**src/rtl/mult_pkg.sv**
```systemverilog
// mult_pkg: shared state encoding and default sizing for the multiply unit
package mult_pkg;
    localparam int MULT_WIDTH = 32;
    localparam int MULT_CNTW  = 6;
    typedef enum logic [1:0] {
        IDLE   = 2'b00,
        BUSY   = 2'b01,
        FINISH = 2'b10
    } mult_state_t;
endpackage

```
**src/rtl/mult_unit.sv**
```systemverilog
// mult_unit: iterative shift-add multiplier owning the HI/LO register pair
module mult_unit
    import mult_pkg::*;
#(
    parameter int WIDTH = MULT_WIDTH,
    parameter int CNTW  = MULT_CNTW
) (
    input  logic             clk,
    input  logic             reset,
    input  logic             start_mult,
    input  logic             signed_mult,
    input  logic [WIDTH-1:0] srca,
    input  logic [WIDTH-1:0] srcb,
    input  logic             we_hi,
    input  logic             we_lo,
    input  logic [WIDTH-1:0] wdata,
    output logic             busy_mult,
    output logic             done_mult,
    output logic [WIDTH-1:0] hi,
    output logic [WIDTH-1:0] lo
);
    mult_state_t        state_q, state_d;
    logic [CNTW-1:0]    cnt_q;
    logic [WIDTH-1:0]   mcand_q, mplier_q, hi_q, lo_q;
    logic [2*WIDTH-1:0] prod_q;
    logic               neg_q, done_q;
    logic [WIDTH-1:0]   a_mag, b_mag;
    logic [WIDTH:0]     sum;
    logic [2*WIDTH-1:0] result;
    logic               last;

    assign a_mag  = (signed_mult && srca[WIDTH-1]) ? -srca : srca;
    assign b_mag  = (signed_mult && srcb[WIDTH-1]) ? -srcb : srcb;
    assign sum    = {1'b0, prod_q[2*WIDTH-1:WIDTH]} + {1'b0, (mplier_q[0] ? mcand_q : {WIDTH{1'b0}})};
    assign result = neg_q ? -prod_q : prod_q;
    assign last   = (cnt_q == CNTW'(WIDTH - 1));

    // state register
    always_ff @(posedge clk) begin
        if (reset) state_q <= IDLE;
        else       state_q <= state_d;
    end

    // next-state: one start accepted only from IDLE, WIDTH iterations, then a result cycle
    always_comb begin
        state_d = (state_q == IDLE) ? (start_mult ? BUSY : IDLE) :
                  (state_q == BUSY) ? (last ? FINISH : BUSY) : IDLE;
    end

    // busy is a pure decode of the registered state
    always_comb begin
        busy_mult = (state_q != IDLE);
    end

    // datapath: operand capture, shift-add iterations, sign correction and HI/LO writes
    always_ff @(posedge clk) begin
        if (reset) begin
            cnt_q    <= '0;
            mcand_q  <= '0;
            mplier_q <= '0;
            prod_q   <= '0;
            neg_q    <= 1'b0;
            hi_q     <= '0;
            lo_q     <= '0;
            done_q   <= 1'b0;
        end else begin
            done_q <= (state_q == FINISH);
            case (state_q)
                IDLE: begin
                    if (start_mult) begin
                        mcand_q  <= a_mag;
                        mplier_q <= b_mag;
                        neg_q    <= signed_mult & (srca[WIDTH-1] ^ srcb[WIDTH-1]);
                        prod_q   <= '0;
                        cnt_q    <= '0;
                    end
                    if (we_hi) hi_q <= wdata;
                    if (we_lo) lo_q <= wdata;
                end
                BUSY: begin
                    prod_q   <= {sum, prod_q[WIDTH-1:1]};
                    mplier_q <= mplier_q >> 1;
                    cnt_q    <= cnt_q + CNTW'(1);
                end
                FINISH: {hi_q, lo_q} <= result;
                default: ;
            endcase
        end
    end

    assign done_mult = done_q;
    assign hi        = hi_q;
    assign lo        = lo_q;
endmodule

```
**config.mk**
```make
export PLATFORM = sky130hd
export DESIGN_NAME = mult_unit
export DESIGN_NICKNAME = d
export VERILOG_FILES = /design/src/rtl/mult_pkg.sv /design/src/rtl/mult_unit.sv
export SDC_FILE = /design/constraint.sdc
export NUM_CORES = 1
export LEC_CHECK = 0
export ABC_AREA = 1
export BUFFER_PORTS_ARGS = -buffer_cell sky130_fd_sc_hd__clkbuf_2
export CORE_MARGIN = 2
export CORE_UTILIZATION = 24
export CTS_BUF_LIST = sky130_fd_sc_hd__clkbuf_8 sky130_fd_sc_hd__clkbuf_16
export CTS_CLUSTER_DIAMETER = 40
export DETAILED_ROUTE_END_ITERATION = 12
export GPL_ROUTABILITY_DRIVEN = 0
export GPL_TIMING_DRIVEN = 0
export PLACE_DENSITY_LB_ADDON = 0.2
export SETUP_SLACK_MARGIN = 0.1
export SLEW_MARGIN = 5
export SYNTH_ARGS = -nofsm -noshare
export SYNTH_HDL_FRONTEND = slang
export SYNTH_SLANG_ARGS = --single-unit
```
**constraint.sdc**
```tcl
create_clock -name clk -period 2.59 [get_ports clk]
set_clock_uncertainty 0.1 [all_clocks]
set_input_delay 0.3885 -clock clk [delete_from_list [all_inputs] [get_ports clk]]
set_output_delay 0.3885 -clock clk [all_outputs]
set_load 0.02 [all_outputs]
```
==> summary.md <==
| Metric | Value |
|---|---|
| Max rail drop VDD | 473 uV |
| Final HPWL DP | 49700 um |
| Met3 WL post-DR | about 4000 um |
| Worst Hold End | mcand_q[25] |
| Flops & latches, synth | 202 |
| Layout cells sized above 1 | 0.149 |
| Die Y | 248 um |
| Worst reg2reg setup slack | 0.16 ns |
| CTS sink cnt | 202 |
| Total track usage | 0.194 |
| Post-Synthesis Cell Area | between 10000 and 15000 um^2 |
| Top Family by Delay on Critical Path | buffers and inverters |
| Synthesized area per cell | 6.01 um^2 |
| Die area | 61500 um^2 |
| Largest net degree at the start of global routing | 13 |
| Outcome | completed |
| Crit start category | register |
| M1 wire length | 28200 um |
| Core ar. | 58900 um^2 |
| Vias in the first global route | 15600 |
| Most frequent cells in the layout | nand2_1, inv_1, nand3_1 |
| Number of I/O pins | 168 |
| 1st-iter DRT viols | 1312 |
| Max Clk Rate | roughly 410 MHz |
| Area Growth Syn to Fin | 24.4% |
| Final core area utilization | 0.302 |
| Post-route ant nets | 0 |
| Buf/Inv on CP | 3 |
| R2r endpoint | hi[0] |
| EDFF count, synth | 0 |
| Vias | roughly 17000 |
| CP Data Arrival Time | 2.75 ns |
| Initial antenna violation count | 0 |
| Worst path slowest cell | buf_1 |
| Drt drc | 0 |
| Hold Slack | 0.0304 ns |
| Worst Path Max Fanout | 10 |
| Critical Path RT | 2.91 ns |
| WS Path Type | register to register |
| Maximum capacitance violations | 0 |
| First-pass GRT wire length | 91400 um |
| CP cell instances | buf_2 -> buf_2 -> buf_1 -> nand3_1 -> nand3_1 -> a31oi_1 |
| Final slew viol count | 0 |
| Starting Density | 0.242 |
| Hold_sp | srca[25] |
| Syn nets | 2516 |
| Post-synthesis cell count | 2377 |
| Total CTS buffers | 42 |
| Clock root buffer | clkbuf_16 |
| LEAKAGE | 8.90 nW |
| Clock input transition at the sequential cells of the worst setup and hold paths | 0.05 ns |
| PortBufs | 166 |
| Fin Setup TNS | 0 ns |
| Yosys cell types | 53 |
| Power Density | roughly 600 nW/um^2 |
| Commonest non-fill, non-tap cell in the layout | nand2_1 |
| Crit end category | register |
| Worst-Margin Slew | 0.968 ns |
| Post-Route WL | 61400 um |
| Die width | between 200 and 250 um |
| Slew HR | 0.355 |
| Top sig layer | met4 |
| Post-synthesis sequential area ratio | 0.283 |
| H-tree depth | 2 |
| Worst reg-to-reg path cell count | 6 |
| Antenna diodes | 0 |
| RR Startpoint | neg_q |
| Final hold violation count | 0 |
| Num rows | between 80 and 90 |
| Vias per inst | 4.89 |
| Grt total ovfl | 0 |
| Crit path largest cell delay | 0.65 ns |
| Max Root-Sink Buffers | 3 |
| Finish-stage setup viols | 0 |
| Yosys synthesis warning count | 0 |
| Filler cell count | 6656 |
| Wirelength per Cell | around 18 um |
| Hold Crit Depth | 3 |
| Dominant register cell in the synthesized netlist | dfxtp_1 |
| CTS tree | done |
| Ys async rst share | 0 |
| Final Cycle Share | 0.938 |
| Hold crit path type | input pin to register |
| Metal2 WL | 27600 um |
| Later-pin clock latency in the skew report | 0.58 ns |
| RSZ-0062 raised after global routing | true |
| Layout net count | 2734 |
| Final min period | 2.43 ns |
| DR pass1 iterations | 6 |
==> per-stage QoR <==
| step | cell area, um^2 | setup WS (ns) | total power, mW | cells |
|---|---|---|---|---|
| 2_1_floorplan | 14300 | 0.347 | 4.46 | 2377 |
| 6_report | 17800 | 0.162 | 10.4 | 3395 |
| 3_3_place_gp | 16100 | -0.299 | 5.13 | 3316 |
| 3_5_place_dp | 16100 | -0.309 | 5.14 | 3316 |
| 5_1_grt | 17800 | 0.0468 | 10.9 | 3395 |
| 4_1_cts | 17600 | 0.0772 | 10.5 | 3391 |
==> timing repair <==
action	4_1_cts	5_1_grt
endpoints found under the hold margin	7	0
pin swaps	0	6
hold buffers	4	0
gates resized for setup	18	54
setup buffers	0	4
endpoints found under the setup margin	34	28
==> worst register-to-register path, delay by kind of cell (launching register included) <==
family	cells	cell delay, ns
buffers and inverters	3	1.37
DFF	1	0.37
and+or+nand+nor	2	0.35
AOI/OAI and AO/OA	1	0.10
==> registers in the layout, indices dropped and copies added (netlist names) <==
register,flops
cnt_q,6
done_mult,1
hi,32
lo,32
mcand_q,32
mplier_q,32
neg_q,1
prod_q,64
state_q,2
==> area by class of cell <==
cell class | instances | area [um^2] | area share
multi-input combinational | 1752 | 8820 | 0.497
buffer | 97 | 427 | 0.0240
timing repair buffer | 174 | 901 | 0.0507
sequential | 202 | 4040 | 0.228
clock buffer | 44 | 1080 | 0.0607
tap | 773 | 967 | 0.0544
inverter | 326 | 1220 | 0.0689
clock inverter | 27 | 305 | 0.0172
==> cells by family (layout without fill, tap and decap cells) <==
family,Yosys count,count (layout),synth area share
flip-flops,202,202,0.283
buffers and inverters,423,668,0.114
adder cells (fa/ha/maj),37,37,0.0329
AO/OA/AOI/OAI,482,482,0.194
AND/OR/NAND/NOR,1219,1219,0.367
XOR/XNOR,14,14,0.00859
==> cells in the mapped netlist (3+ instances only) <==
| cell | n | area share |
|---|---|---|
| o22ai_1 | 6 | 0.0026 |
| nor2_4 | 5 | 0.0039 |
| or2_2 | 7 | 0.0031 |
| nor2_1 | 226 | 0.059 |
| o211ai_1 | 16 | 0.0084 |
| ha_1 | 36 | 0.032 |
| a31oi_1 | 10 | 0.0044 |
| nand3_1 | 235 | 0.082 |
| inv_1 | 317 | 0.083 |
| a21oi_2 | 3 | 0.0018 |
| a32o_1 | 3 | 0.0021 |
| nor3_1 | 17 | 0.0060 |
| nor2_2 | 17 | 0.0074 |
| inv_2 | 8 | 0.0021 |
| nand3_2 | 3 | 0.0021 |
| nand4_1 | 20 | 0.0088 |
| nand3b_1 | 16 | 0.0084 |
| nand2_4 | 4 | 0.0032 |
| and2_1 | 5 | 0.0022 |
| o21ai_0 | 153 | 0.054 |
| o21ai_1 | 8 | 0.0028 |
| o221ai_1 | 4 | 0.0025 |
| buf_1 | 12 | 0.0032 |
| nand2_1 | 646 | 0.17 |
| buf_2 | 32 | 0.011 |
| o21ai_4 | 4 | 0.0046 |
| xor2_1 | 12 | 0.0074 |
| nand2_2 | 9 | 0.0039 |
| o32ai_1 | 32 | 0.020 |
| dfxtp_1 | 202 | 0.28 |
| a21oi_1 | 209 | 0.073 |
| a21o_1 | 3 | 0.0016 |
| o21ai_2 | 3 | 0.0018 |
| a22oi_1 | 17 | 0.0089 |
| clkbuf_1 | 53 | 0.014 |
==> how the worst max path moves through the flow <==
stage            endpoint  slack [ns]  cells after the start        start
6_report            hi[0]        0.16                      6        neg_q
5_1_grt        prod_q[63]        0.05                     15  mplier_q[0]
4_1_cts        prod_q[46]        0.08                     14  mplier_q[0]
3_5_place_dp   prod_q[46]       -0.31                     14  mplier_q[0]
3_3_place_gp   prod_q[46]       -0.30                     14  mplier_q[0]
2_1_floorplan  prod_q[46]        0.35                     14  mplier_q[0]
==> where the power goes <==
group          total [mW]  internal [mW]  switching [mW]
sequential           3.46           3.33           0.134
clock                5.33           3.42            1.91
combinational        1.65          0.494            1.16
==> per-layer routing <==
| metal | up-vias | GRT usage |
|---|---|---|
| met5 | - | 0 |
| met3 | 91 | 0.0265 |
| met4 | 0 | 0.0634 |
| met2 | 599 | 0.315 |
| met1 | 7655 | 0.265 |
| li1 | 8241 | - |
Note: power is estimated with default switching activity, not from simulation.
